[src/rtl/clk_time_set_ctrl.sv]
// rtl/clk_time_set_ctrl.sv - button-driven time-set sequencer for the 12-hour clock datapath
module clk_time_set_ctrl #(
  parameter int LOAD_CYCLES = 2,
  parameter int REPEAT_DLY  = 500,
  parameter int REPEAT_RATE = 100,
  parameter int TIMEOUT     = 10000
) (
  input  logic       clk_i,
  input  logic       reset_i,
  input  logic       mode_i,
  input  logic       inc_i,
  input  logic       cancel_i,
  input  logic [4:0] hour_i,
  input  logic [5:0] min_i,
  input  logic [5:0] sec_i,
  output logic       Timeset,
  output logic [4:0] Hourset,
  output logic [5:0] Minset,
  output logic [5:0] Secset,
  output logic       editing_o,
  output logic [1:0] field_o
);

  localparam int RW = $clog2(REPEAT_DLY + REPEAT_RATE + 1);
  localparam int TW = $clog2(TIMEOUT + 1);
  localparam int LW = $clog2(LOAD_CYCLES + 1);

  typedef enum logic [2:0] {
    S_RUN      = 3'd0,
    S_EDIT_HR  = 3'd1,
    S_EDIT_MIN = 3'd2,
    S_EDIT_SEC = 3'd3,
    S_LOAD     = 3'd4
  } state_t;

  state_t        state_q, state_d;
  logic          mode_q, inc_q, cancel_q;
  logic [RW-1:0] rpt_q, rpt_d;
  logic [TW-1:0] tmo_q, tmo_d;
  logic [LW-1:0] ld_q, ld_d;
  logic          timeset_q, timeset_d;
  logic [4:0]    hour_q, hour_d;
  logic [5:0]    min_q, min_d;
  logic [5:0]    sec_q, sec_d;
  logic          editing_q, editing_d;
  logic [1:0]    field_q, field_d;

  logic mode_ev, inc_ev, cancel_ev;
  logic in_edit, rpt_fire, do_inc, tmo_hit;

  function automatic logic [4:0] hour_next(input logic [4:0] h);
    return (h >= 5'd12) ? 5'd1 : h + 5'd1;
  endfunction

  function automatic logic [5:0] sixty_next(input logic [5:0] v);
    return (v >= 6'd59) ? 6'd0 : v + 6'd1;
  endfunction

  always_comb begin
    mode_ev   = mode_i & ~mode_q;
    inc_ev    = inc_i & ~inc_q;
    cancel_ev = cancel_i & ~cancel_q;
    in_edit   = (state_q == S_EDIT_HR) || (state_q == S_EDIT_MIN) || (state_q == S_EDIT_SEC);

    // Repeat counter tracks cycles inc_i has been high; it folds back after each periodic step.
    rpt_fire = in_edit && inc_i && !inc_ev &&
               ((rpt_q == RW'(REPEAT_DLY)) || (rpt_q == RW'(REPEAT_DLY + REPEAT_RATE)));
    if (in_edit && inc_i)
      rpt_d = (rpt_q == RW'(REPEAT_DLY + REPEAT_RATE)) ? RW'(REPEAT_DLY + 1) : rpt_q + RW'(1);
    else
      rpt_d = '0;

    do_inc  = inc_ev | rpt_fire;
    tmo_hit = (tmo_q == TW'(TIMEOUT - 1));
    tmo_d   = in_edit ? tmo_q + TW'(1) : '0;

    state_d = state_q;
    ld_d    = ld_q;
    hour_d  = hour_q;
    min_d   = min_q;
    sec_d   = sec_q;

    case (state_q)
      S_RUN: begin
        if (mode_ev) begin
          hour_d  = ((hour_i == 5'd0) || (hour_i > 5'd12)) ? 5'd12 : hour_i;
          min_d   = (min_i > 6'd59) ? 6'd0 : min_i;
          sec_d   = (sec_i > 6'd59) ? 6'd0 : sec_i;
          state_d = S_EDIT_HR;
        end
      end
      S_EDIT_HR, S_EDIT_MIN, S_EDIT_SEC: begin
        if (cancel_ev) begin
          state_d = S_RUN;
        end else if (mode_ev) begin
          ld_d = '0;
          case (state_q)
            S_EDIT_HR:  state_d = S_EDIT_MIN;
            S_EDIT_MIN: state_d = S_EDIT_SEC;
            default:    state_d = S_LOAD;
          endcase
        end else if (do_inc) begin
          tmo_d = '0;
          case (state_q)
            S_EDIT_HR:  hour_d = hour_next(hour_q);
            S_EDIT_MIN: min_d  = sixty_next(min_q);
            default:    sec_d  = sixty_next(sec_q);
          endcase
        end else if (tmo_hit) begin
          state_d = S_RUN;
        end
      end
      S_LOAD: begin
        if (ld_q == LW'(LOAD_CYCLES - 1))
          state_d = S_RUN;
        else
          ld_d = ld_q + LW'(1);
      end
      default: state_d = S_RUN;
    endcase

    if (state_d != state_q) begin
      rpt_d = '0;
      tmo_d = '0;
    end

    timeset_d = (state_d == S_LOAD);
    editing_d = (state_d == S_EDIT_HR) || (state_d == S_EDIT_MIN) || (state_d == S_EDIT_SEC);
    case (state_d)
      S_EDIT_HR:  field_d = 2'b01;
      S_EDIT_MIN: field_d = 2'b10;
      S_EDIT_SEC: field_d = 2'b11;
      default:    field_d = 2'b00;
    endcase
  end

  // Button copies reset high so a button held through reset release yields no edge.
  always_ff @(posedge clk_i or posedge reset_i) begin
    if (reset_i) begin
      state_q   <= S_RUN;
      mode_q    <= 1'b1;
      inc_q     <= 1'b1;
      cancel_q  <= 1'b1;
      rpt_q     <= '0;
      tmo_q     <= '0;
      ld_q      <= '0;
      timeset_q <= 1'b0;
      hour_q    <= 5'd12;
      min_q     <= 6'd0;
      sec_q     <= 6'd0;
      editing_q <= 1'b0;
      field_q   <= 2'b00;
    end else begin
      state_q   <= state_d;
      mode_q    <= mode_i;
      inc_q     <= inc_i;
      cancel_q  <= cancel_i;
      rpt_q     <= rpt_d;
      tmo_q     <= tmo_d;
      ld_q      <= ld_d;
      timeset_q <= timeset_d;
      hour_q    <= hour_d;
      min_q     <= min_d;
      sec_q     <= sec_d;
      editing_q <= editing_d;
      field_q   <= field_d;
    end
  end

  assign Timeset   = timeset_q;
  assign Hourset   = hour_q;
  assign Minset    = min_q;
  assign Secset    = sec_q;
  assign editing_o = editing_q;
  assign field_o   = field_q;

endmodule

[config.mk]
export PLATFORM = sky130hd
export DESIGN_NAME = clk_time_set_ctrl
export DESIGN_NICKNAME = d
export VERILOG_FILES = /design/src/rtl/clk_time_set_ctrl.sv
export SDC_FILE = /design/constraint.sdc
export NUM_CORES = 1
export LEC_CHECK = 0
export CAP_MARGIN = 0
export CORE_MARGIN = 2
export CORE_UTILIZATION = 40
export CTS_CLUSTER_SIZE = 20
export DETAILED_ROUTE_END_ITERATION = 6
export PLACE_DENSITY = 0.62
export SYNTH_ARGS = -nofsm -noshare
export SYNTH_HDL_FRONTEND = slang
export SYNTH_SLANG_ARGS = --single-unit
[constraint.sdc]
create_clock -name clk_i -period 2.43 [get_ports clk_i]
set_clock_uncertainty 0.1 [all_clocks]
set_input_delay 0.3645 -clock clk_i [delete_from_list [all_inputs] [get_ports clk_i]]
set_output_delay 0.3645 -clock clk_i [all_outputs]
set_load 0.005 [all_outputs]
==> impl_metrics.py, run 1 <==
metrics = {
    "layout": {
        "final_cell_mix": "dfrtp_1 (48), clkdlybuf4s50_1 (42), nor2_1 (29), o21ai_0 (27), nand2_1 (26)",
        "area_growth_pct": 24.30,
        "seq_area_mm2": 0.001333,
        "final_common_cell": "dfrtp_1",
        "fill_cells": 690,
        "drive_above_1_share": 0.1199,
        "antenna_cells": 0,
        "multi_input_area_mm2": 0.001470,
        "final_nets": 396,
        "final_core_util": 0.5075,
    },
    "cts": {
        "cts.sinks": 53,
        "clk_pin_slew_ns": 0.10,
        "post_cts_buffers": 0,
        "htreeDepth": 2,
        "cts_buffer_depth": 2,
        "post_cts_resized": 0,
        "clk_latency_ns": 0.31,
        "clockRootBuffer": "clkbuf_8",
        "cts_tree": "done",
        "hold_buffers": 0,
        "cts_made_buffers": 5,
    },
    "global_routing": {
        "antenna_found_initial": 0,
        "grt_pass1_vias": 2164,
        "grt_max_degree": 34,
        "grt_use_total": 0.1549,
        "overflow": 0,
        "grt_pass1_wl_mm": 9.722,
    },
    "die": {
        "die_w_um": 89.35,
        "start_util": 0.4083,
        "rows": 31,
        "dieHeight_um": 89.35,
        "io_pins": 43,
        "dieArea_mm2": 0.007983,
        "core_mm2": 0.007137,
    },
    "pwr": {
        "pwr-share-comb": 0.303,
        "sw_frac_of_total": 0.3120,
        "peakVddDrop_v": 0.0003006,
        "leakagePower_nw": 1.458,
        "switchingPower_mw": 0.8189,
        "total_power_mw": 2.625,
        "p_int_mw": 1.806,
        "power_frac_clock": 0.236,
        "power_density_mw_per_mm2": 724.7,
        "pwr-share-seq": 0.461,
    },
    "drt": {
        "drt-pass1-iter-count": 4,
        "routedWlPerCell_um": 12.84,
        "drcViolationCount": 0,
        "dr.first_iter.drc_count": 80,
        "vias": 2431,
        "drtAntennaViolNets": 0,
        "routed_wl_mm": 5.983,
        "vias_per_cell": 5.217,
    },
    "worst_hold_path": {
        "hp-class": "input port to async pin",
    },
    "timing": {
        "setup_viol": 0,
        "tns_ns": 0,
        "drv_slew": 0,
        "rsz0062_at_grt": "false",
        "tightestPinTransition_ns": 0.5973,
        "fmax_mhz": 473.1,
        "period_needed_ns": 2.114,
        "fin_crit_sh": 0.8699,
        "slew_headroom": 0.6018,
        "finalHoldViolCount": 0,
    },
    "synth": {
        "yosys-top-cells-area": "dfrtp_1 (41%), o21ai_0 (4.6%), dfstp_2 (4.5%)",
        "synth.top_cell.area_share": 0.4122,
        "synth_largest_area_cell": "dfrtp_1",
        "ys.flop_type": "dfrtp_1",
        "synthesis.area_mm2": 0.002914,
        "syn_nets": 346,
        "synth.distinct_cells": 49,
        "synth_edf_count": 0,
        "ys_seq_area_frac": 0.4573,
        "synthArstFlopShare": 1.000,
        "ys_warn_count": 0,
        "netlist_instances": 316,
        "syn-mean-instance-area_um2": 9.222,
        "synth_seq_cells": 53,
    },
    "worst_setup_path": {
        "crit_path_max_fanout": 10,
        "crit_arrival_ns": 2.19,
        "critical_path_class": "register to register",
        "crit_path_start_kind": "register",
        "endpoint_kind": "register",
        "required_ns": 2.51,
    },
    "place": {
        "io_buffers": 42,
        "hpwl_mm": 4.407,
        "globalplace.congestion": 0.8833,
    },
    "job": {
        "maxCapViolations": 0,
    },
    "run_status": {
        "status": "finished clean",
    },
}
-- area by class of cell --
type | count | area share
multi-input combinational | 238 | 0.4059
sequential | 53 | 0.3679
timing repair buffer | 55 | 0.1465
tap | 99 | 0.03420
clock buffer | 7 | 0.02383
inverter | 13 | 0.01347
clock inverter | 1 | 0.008290
-- cell usage after synthesis, types with 2 or more instances --
| cell type | n |
|---|---|
| nand2_1 | 26 |
| a32oi_1 | 2 |
| o22ai_1 | 2 |
| o2111ai_1 | 2 |
| nor2_2 | 10 |
| a211oi_1 | 5 |
| o41ai_1 | 2 |
| clkbuf_1 | 4 |
| buf_2 | 5 |
| xnor2_1 | 13 |
| ha_1 | 8 |
| a21oi_1 | 25 |
| xor2_1 | 8 |
| nand2b_1 | 5 |
| and3_1 | 11 |
| nor2b_1 | 3 |
| nor2_1 | 29 |
| nand3_2 | 2 |
| nor3_1 | 9 |
| dfrtp_1 | 48 |
| nand3_1 | 12 |
| a41oi_1 | 2 |
| and2_1 | 3 |
| nor3b_1 | 2 |
| or2_2 | 2 |
| dfstp_2 | 5 |
| inv_1 | 13 |
| o31ai_1 | 4 |
| o21ai_0 | 27 |
| nand3b_1 | 5 |
| a31oi_1 | 4 |
-- cell families (layout without fill, tap and decap cells) --
kind of cell | after synthesis | in the layout | synth area share
DFF | 53 | 53 | 0.4573
AOI/OAI and AO/OA | 83 | 83 | 0.1821
xor gates and xnor gates | 21 | 21 | 0.06312
buffers and inverters | 25 | 76 | 0.03821
and+or+nand+nor | 126 | 126 | 0.2250
adders and majority gates | 8 | 8 | 0.03435
-- per-stage QoR --
step	setup slack [ns]	hold slack, ns	cells	instance area, µm²
3_3_place_gp	0.1666	0.3529	458	3506
4_1_cts	0.2891	0.2885	466	3622
6_report	0.3161	0.2749	466	3622
3_5_place_dp	0.1263	0.3568	458	3506
5_1_grt	0.01707	0.3652	466	3622
2_1_floorplan	0.4923	0.2690	316	2914
-- final timing paths --
check                                startpoint                endpoint  slack [ns]  cells after the start
min                                     reset_i      rpt_q[8]$_DFF_PP0_        0.27                      2
max                        state_q[2]$_DFF_PP0_   Secset[1]$_DFFE_PP0P_        0.32                      7
min reg2reg                  tmo_q[0]$_DFF_PP0_      tmo_q[0]$_DFF_PP0_        0.37                      1
min in group clk_i           tmo_q[0]$_DFF_PP0_      tmo_q[0]$_DFF_PP0_        0.37                      1
max reg2reg                state_q[2]$_DFF_PP0_   Secset[1]$_DFFE_PP0P_        0.32                      7
max in group asynchronous               reset_i  Hourset[3]$_DFFE_PP1P_        1.36                      3
-- critical path, cell delays in order (launching register included) --
cell and delay [ns]:
dfrtp_1 0.38, o21ba_1 0.40, nand2_2 0.11, o32ai_4 0.38
a21oi_1 0.27, buf_4 0.22, nand2_1 0.05, o21ai_0 0.07
-- flip-flops by register name, summed over array words and instances (netlist names), 2 cells and up --
signal / cells
Hourset: 5
state_q: 3
tmo_q: 14
ld_q: 2
rpt_q: 10
field_o: 2
Secset: 6
Minset: 6
-- per-layer routing --
metal,vias to the layer above,wire [µm],share of wire,track usage
li1,1220,-,-,-
met1,1168,2919,0.49,0.2076
met2,39,2781,0.46,0.2566
met3,4,238,0.040,0.02862
met4,0,43,0.0072,0.04478
met5,-,0,0,0
-- power groups by stage --
stage	combinational [mW]	sequential, mW	clock [mW]
5_1_grt	0.895	1.23	0.673
3_3_place_gp	0.792	1.22	0
2_1_floorplan	0.399	1.20	0
4_1_cts	0.807	1.21	0.640
6_report	0.796	1.21	0.620
3_5_place_dp	0.804	1.22	0
(Power assumes the default switching activity.)
==> inputs of run 2 (changes only) <==
--- a/config.mk
+++ b/config.mk
@@ -7,2 +7,3 @@
 export LEC_CHECK = 0
+export ABC_AREA = 1
 export CAP_MARGIN = 0
@@ -12,3 +13,3 @@
 export DETAILED_ROUTE_END_ITERATION = 6
-export PLACE_DENSITY = 0.62
+export PLACE_DENSITY = 0.61
 export SYNTH_ARGS = -nofsm -noshare
--- a/constraint.sdc
+++ b/constraint.sdc
@@ -4,2 +4,2 @@
 set_output_delay 0.3645 -clock clk_i [all_outputs]
-set_load 0.005 [all_outputs]
+set_load 0.05 [all_outputs]
==> impl_metrics.py, run 2 <==
metrics = {
    "synth": {
        "synth.distinct_cells": 42,
        "ys_warn_count": 0,
        "synth.top_cell.area_share": 0.3674,
        "ys.flop_type": "dfrtp_1",
        "syn-mean-instance-area_um2": 8.033,
        "ys_seq_area_frac": 0.4076,
        "netlist_instances": 407,
        "synth_edf_count": 0,
        "syn_nets": 437,
        "synth.top_cells.by_count": "nand2_1 (83), inv_1 (55), dfrtp_1 (48), o21ai_0 (39), nor2_1 (31)",
        "yosys-top-cells-area": "dfrtp_1 (37%), nand2_1 (9.5%), inv_1 (6.3%)",
        "yosysMostFrequentCell": "nand2_1",
        "synthArstFlopShare": 1.000,
        "synth_largest_area_cell": "dfrtp_1",
        "synth_seq_cells": 53,
        "synthesis.area_mm2": 0.003269,
    },
    "die": {
        "rows": 32,
        "dieArea_mm2": 0.008912,
        "start_util": 0.4188,
        "core_mm2": 0.007807,
        "io_pins": 43,
        "die_w_um": 94.41,
        "dieHeight_um": 94.41,
    },
    "timing": {
        "rsz0062_at_grt": "false",
        "drv_slew": 0,
        "finalHoldViolCount": 0,
        "setup_viol": 0,
        "fmax_mhz": 463.7,
        "period_needed_ns": 2.157,
        "tns_ns": 0,
        "holdWs_ns": 0.2676,
        "tightestPinTransition_ns": 0.5080,
        "slew_headroom": 0.6603,
        "fin_crit_sh": 0.8875,
    },
    "pwr": {
        "power_density_mw_per_mm2": 914.9,
        "peakVddDrop_v": 0.0002548,
        "leakagePower_nw": 1.748,
        "total_power_mw": 3.585,
    },
    "job": {
        "maxCapViolations": 0,
    },
    "drt": {
        "vias": 2799,
        "vias_per_cell": 5.025,
        "drtAntennaViolNets": 0,
        "drt-pass1-iter-count": 4,
        "dr.first_iter.drc_count": 128,
        "routedWlPerCell_um": 12.72,
        "drcViolationCount": 0,
        "routed_wl_mm": 7.086,
    },
    "worst_setup_path": {
        "slowest_stage": "clkdlybuf4s50_1",
        "endpoint_kind": "output port",
        "max_stage_delay_ns": 0.81,
        "path_delay_family": "buffers and inverters",
        "crit_path_start_kind": "register",
        "crit_arrival_ns": 1.69,
        "required_ns": 1.97,
        "worstPathCellList": "clkdlybuf4s50_1",
        "critPathBufInv": 1,
        "critical_path_class": "register to output port",
        "crit_path_max_fanout": 5,
    },
    "global_routing": {
        "grt.busiest_layer": "met2",
        "grtUsageMet2": 0.2821,
        "antenna_found_initial": 0,
        "overflow": 0,
        "grt_use_total": 0.1660,
        "grtUsageMet1": 0.2188,
        "gr-usage-met3": 0.02314,
        "grt_max_degree": 36,
        "grt_pass1_vias": 2605,
        "grt_pass1_wl_mm": 11.81,
    },
    "worst_hold_path": {
        "hp-class": "input port to async pin",
    },
    "cts": {
        "cts_made_buffers": 5,
        "cts.sinks": 53,
        "clk_latency_ns": 0.31,
        "post_cts_resized": 0,
        "hold_buffers": 0,
        "clockRootBuffer": "clkbuf_8",
        "clk_pin_slew_ns": 0.09,
        "htreeDepth": 2,
        "cts_buffer_depth": 2,
        "cts_tree": "done",
        "post_cts_buffers": 0,
    },
    "layout": {
        "drive_above_1_share": 0.1231,
        "final_cell_mix": "nand2_1 (83), inv_1 (54), dfrtp_1 (48), clkdlybuf4s50_1 (42), o21ai_0 (39)",
        "multi_input_area_mm2": 0.001650,
        "largestRegisters": "tmo_q x14, rpt_q x10",
        "area_growth_pct": 19.86,
        "regMostFlops": "tmo_q",
        "final_nets": 484,
        "fill_cells": 770,
        "seq_area_mm2": 0.001333,
        "finalNonFillerCells": 557,
        "antenna_cells": 0,
        "final_core_util": 0.5019,
        "final_common_cell": "nand2_1",
        "largest_reg_flops": 14,
    },
    "place": {
        "dp_cells": 549,
        "hpwl_mm": 5.129,
        "io_buffers": 42,
        "globalplace.congestion": 0.9211,
    },
    "run_status": {
        "status": "finished clean",
    },
}
[run 2: cell count changes in the layout (fill, tap and decap cells not counted), sizes merged, moves of 12 or more]
cell   delta
nand2    +63
inv      +44
nor3     +21
a21oi    -20
nand3    +17
o21ai    +12
[run 2: per-layer routing]
metal  wire length, µm  share of wire
met4                95          0.013
met5                 0              0
met3               238          0.034
met2              3271           0.46
met1              3480           0.49
[run 2: through the flow]
| stage | cell area [µm²] | worst slack, ns |
|---|---|---|
| floorplan | 3269 | 0.5716 |
| global placement | 3835 | 0.1032 |
| detailed placement | 3835 | 0.01816 |
| global route | 3919 | 0.005064 |
| CTS | 3919 | 0.2614 |
| finish | 3919 | 0.2734 |
[run 2: kinds of logic (layout without fill, tap and decap cells)]
family                     after synthesis  after routing  share of synthesized area
and+or+nand+nor                        203            203                     0.3230
adders and majority gates                8              8                    0.03062
buffers and inverters                   66            114                    0.08764
DFF                                     53             53                     0.4076
xor gates and xnor gates                13             13                    0.03483
AOI/OAI and AO/OA                       64             64                     0.1163
[run 2: worst paths after layout]
path / from / endpoint / slack, ns / cells after the start
hold reg to reg: Hourset[2]$_DFFE_PP1P_ / Hourset[2]$_DFFE_PP1P_ / 0.43 / 2
setup reg to reg: rpt_q[0]$_DFF_PP0_ / Minset[4]$_DFFE_PP0P_ / 0.31 / 15
setup / recovery: Hourset[2]$_DFFE_PP1P_ / Hourset[2] / 0.27 / 1
min in group clk_i: cancel_i / cancel_q$_DFF_PP1_ / 0.39 / 1
max in group asynchronous: reset_i / tmo_q[3]$_DFF_PP0_ / 1.42 / 3
hold / removal: reset_i / state_q[2]$_DFF_PP0_ / 0.27 / 2
[run 2: cell type report]
| class | count | share of cell area |
|---|---|---|
| Multi-Input combinational cell | 288 | 0.4211 |
| Sequential cell | 53 | 0.3400 |
| Clock inverter | 1 | 0.001916 |
| Inverter | 57 | 0.05460 |
| Clock buffer | 7 | 0.01948 |
| Timing Repair Buffer | 49 | 0.1303 |
| Tap cell | 102 | 0.03257 |
[run 2: worst register-to-register path, stage by stage, from the launching register on]
cell and delay (ns):
dfrtp_1 0.40, inv_1 0.11, ha_1 0.17, nand2_1 0.05, nor2_1 0.08, nand3_1 0.14
nand2_1 0.11, nand2_2 0.06, nand2_1 0.09, nand2_1 0.07, nand2_1 0.09, nand2_2 0.11
nor2_1 0.12, buf_4 0.17, nand2_1 0.06, o21a_1 0.10
[run 2: where the power goes]
part / switching (mW) / internal [mW] / total [mW]
Clock: 0.288 / 0.205 / 0.492
Sequential: 0.179 / 1.07 / 1.25
Combinational: 1.23 / 0.618 / 1.85
Total: 1.70 / 1.89 / 3.59
==> inputs of run 3 (changes only) <==
CTS_CLUSTER_DIAMETER = 80   (was default)
SETUP_SLACK_MARGIN = 0.02   (was default)
==> impl_metrics.py, run 3 (same netlist as run 2, synthesis figures left out) <==
metrics = {
    "worst_setup_path": {
        "worstPathCellList": "clkdlybuf4s50_1",
        "r2r-start": "rpt_q[0]$_DFF_PP0_",
        "crit_path_max_fanout": 5,
        "slowest_stage": "clkdlybuf4s50_1",
        "r2r_slack_ns": 0.31,
        "critical_path_cell_count": 1,
        "crit_path_start_kind": "register",
        "crit_end": "Hourset[2]",
        "required_ns": 1.97,
        "reg2reg_to": "Minset[4]$_DFFE_PP0P_",
        "critPathLaunch": "Hourset[2]$_DFFE_PP1P_",
        "critPathBufInv": 1,
        "reg2reg_depth": 15,
        "endpoint_kind": "output port",
        "critical_path_class": "register to output port",
        "path_delay_family": "buffers and inverters",
        "max_stage_delay_ns": 0.81,
        "crit_arrival_ns": 1.69,
    },
    "pwr": {
        "pwr-share-comb": 0.515,
        "pwr-share-seq": 0.347,
        "leakagePower_nw": 1.748,
        "peakVddDrop_v": 0.0002548,
        "power_frac_clock": 0.137,
        "sw_frac_of_total": 0.4730,
        "switchingPower_mw": 1.696,
        "power_density_mw_per_mm2": 913.9,
        "p_int_mw": 1.890,
    },
    "timing": {
        "slew_headroom": 0.6603,
        "rsz0062_at_grt": "false",
        "tns_ns": 0,
        "fmax_mhz": 463.6,
        "setup_viol": 0,
        "fin_crit_sh": 0.8876,
        "finalHoldViolCount": 0,
        "drv_slew": 0,
        "period_needed_ns": 2.157,
        "tightestPinTransition_ns": 0.5080,
    },
    "layout": {
        "final_core_util": 0.5026,
        "final_common_cell": "nand2_1",
        "regMostFlops": "tmo_q",
        "antenna_cells": 0,
        "final_nets": 484,
        "largest_reg_flops": 14,
        "drive_above_1_share": 0.1253,
        "final_cell_mix": "nand2_1 (83), inv_1 (54), dfrtp_1 (48), clkdlybuf4s50_1 (42), o21ai_0 (39)",
        "finalNonFillerCells": 557,
        "area_growth_pct": 20.02,
        "largestRegisters": "tmo_q x14, rpt_q x10",
    },
    "drt": {
        "dr.first_iter.drc_count": 143,
        "drcViolationCount": 0,
        "vias_per_cell": 5.047,
        "drtAntennaViolNets": 0,
        "vias": 2811,
        "routed_wl_mm": 7.087,
        "routedWlPerCell_um": 12.72,
        "drt-pass1-iter-count": 4,
    },
    "die": {
        "dieArea_mm2": 0.008912,
        "core_mm2": 0.007807,
        "io_pins": 43,
        "rows": 32,
        "start_util": 0.4188,
        "dieHeight_um": 94.41,
        "die_w_um": 94.41,
    },
    "worst_hold_path": {
        "hp-class": "input port to async pin",
    },
    "global_routing": {
        "grtUsageMet2": 0.2821,
        "grt_pass1_vias": 2605,
        "overflow": 0,
        "antenna_found_initial": 0,
        "grtUsageMet1": 0.2188,
        "grt.busiest_layer": "met2",
        "grt_use_total": 0.1660,
        "grt_max_degree": 36,
        "grt_pass1_wl_mm": 11.81,
        "gr-usage-met3": 0.02314,
    },
    "cts": {
        "cts.sinks": 53,
        "clk_latency_ns": 0.31,
        "cts_made_buffers": 5,
        "hold_buffers": 0,
        "htreeDepth": 2,
        "cts_tree": "done",
        "clk_pin_slew_ns": 0.09,
        "clockRootBuffer": "clkbuf_8",
        "post_cts_buffers": 0,
        "cts_buffer_depth": 2,
        "post_cts_resized": 0,
    },
    "place": {
        "globalplace.congestion": 0.9211,
        "hpwl_mm": 5.129,
        "io_buffers": 42,
        "dp_cells": 549,
    },
    "run_status": {
        "status": "finished clean",
    },
    "job": {
        "maxCapViolations": 0,
    },
}
[run 3: cell counts in the layout (fill, tap and decap cells not counted)]
Identical to the previous run, type by type.
[run 3: worst min-delay path by stage]
stage	start	end	cells after the start
2_1_floorplan	cancel_i	cancel_q$_DFF_PP1_	0
3_3_place_gp	Hourset[4]$_DFFE_PP0P_	Hourset[4]$_DFFE_PP0P_	2
3_5_place_dp	Hourset[2]$_DFFE_PP1P_	Hourset[2]$_DFFE_PP1P_	2
4_1_cts	reset_i	Timeset$_DFF_PP0_	2
5_1_grt	reset_i	Timeset$_DFF_PP0_	2
6_report	reset_i	state_q[2]$_DFF_PP0_	2
[run 3: metal layers]
layer,vias to the layer above,part of all wire
li1,1446,-
met1,1316,0.49
met2,39,0.46
met3,10,0.032
met4,0,0.013
met5,-,0
[run 3: layout make-up]
class / instances / area [µm²]
clock inverters: 1 / 7.507
flip-flops and latches: 53 / 1333
fillers: 770 / 3884
well taps: 102 / 127.6
inverters: 57 / 214.0
repair buffers: 49 / 510.5
multi-input cells: 288 / 1655
clock buffers: 7 / 76.32
[run 3: per-stage QoR]
step	power (mW)	setup slack (ns)	area [µm²]	hold WS [ns]
2_1_floorplan	2.566	0.5716	3269	0.2690
3_3_place_gp	3.095	0.1032	3835	0.3809
3_5_place_dp	3.120	0.01816	3835	0.4131
4_1_cts	3.628	0.2614	3919	0.2742
5_1_grt	3.838	0.04845	3924	0.3024
6_report	3.586	0.2731	3924	0.2682
[run 3: power by group through the flow]
stage	Sequential [mW]	Combinational [mW]	Clock [mW]
finish	1.25	1.85	0.493
global route	1.27	2.01	0.551
CTS	1.24	1.86	0.520
detailed placement	1.26	1.86	0
global placement	1.26	1.84	0
floorplan	1.72	0.850	0
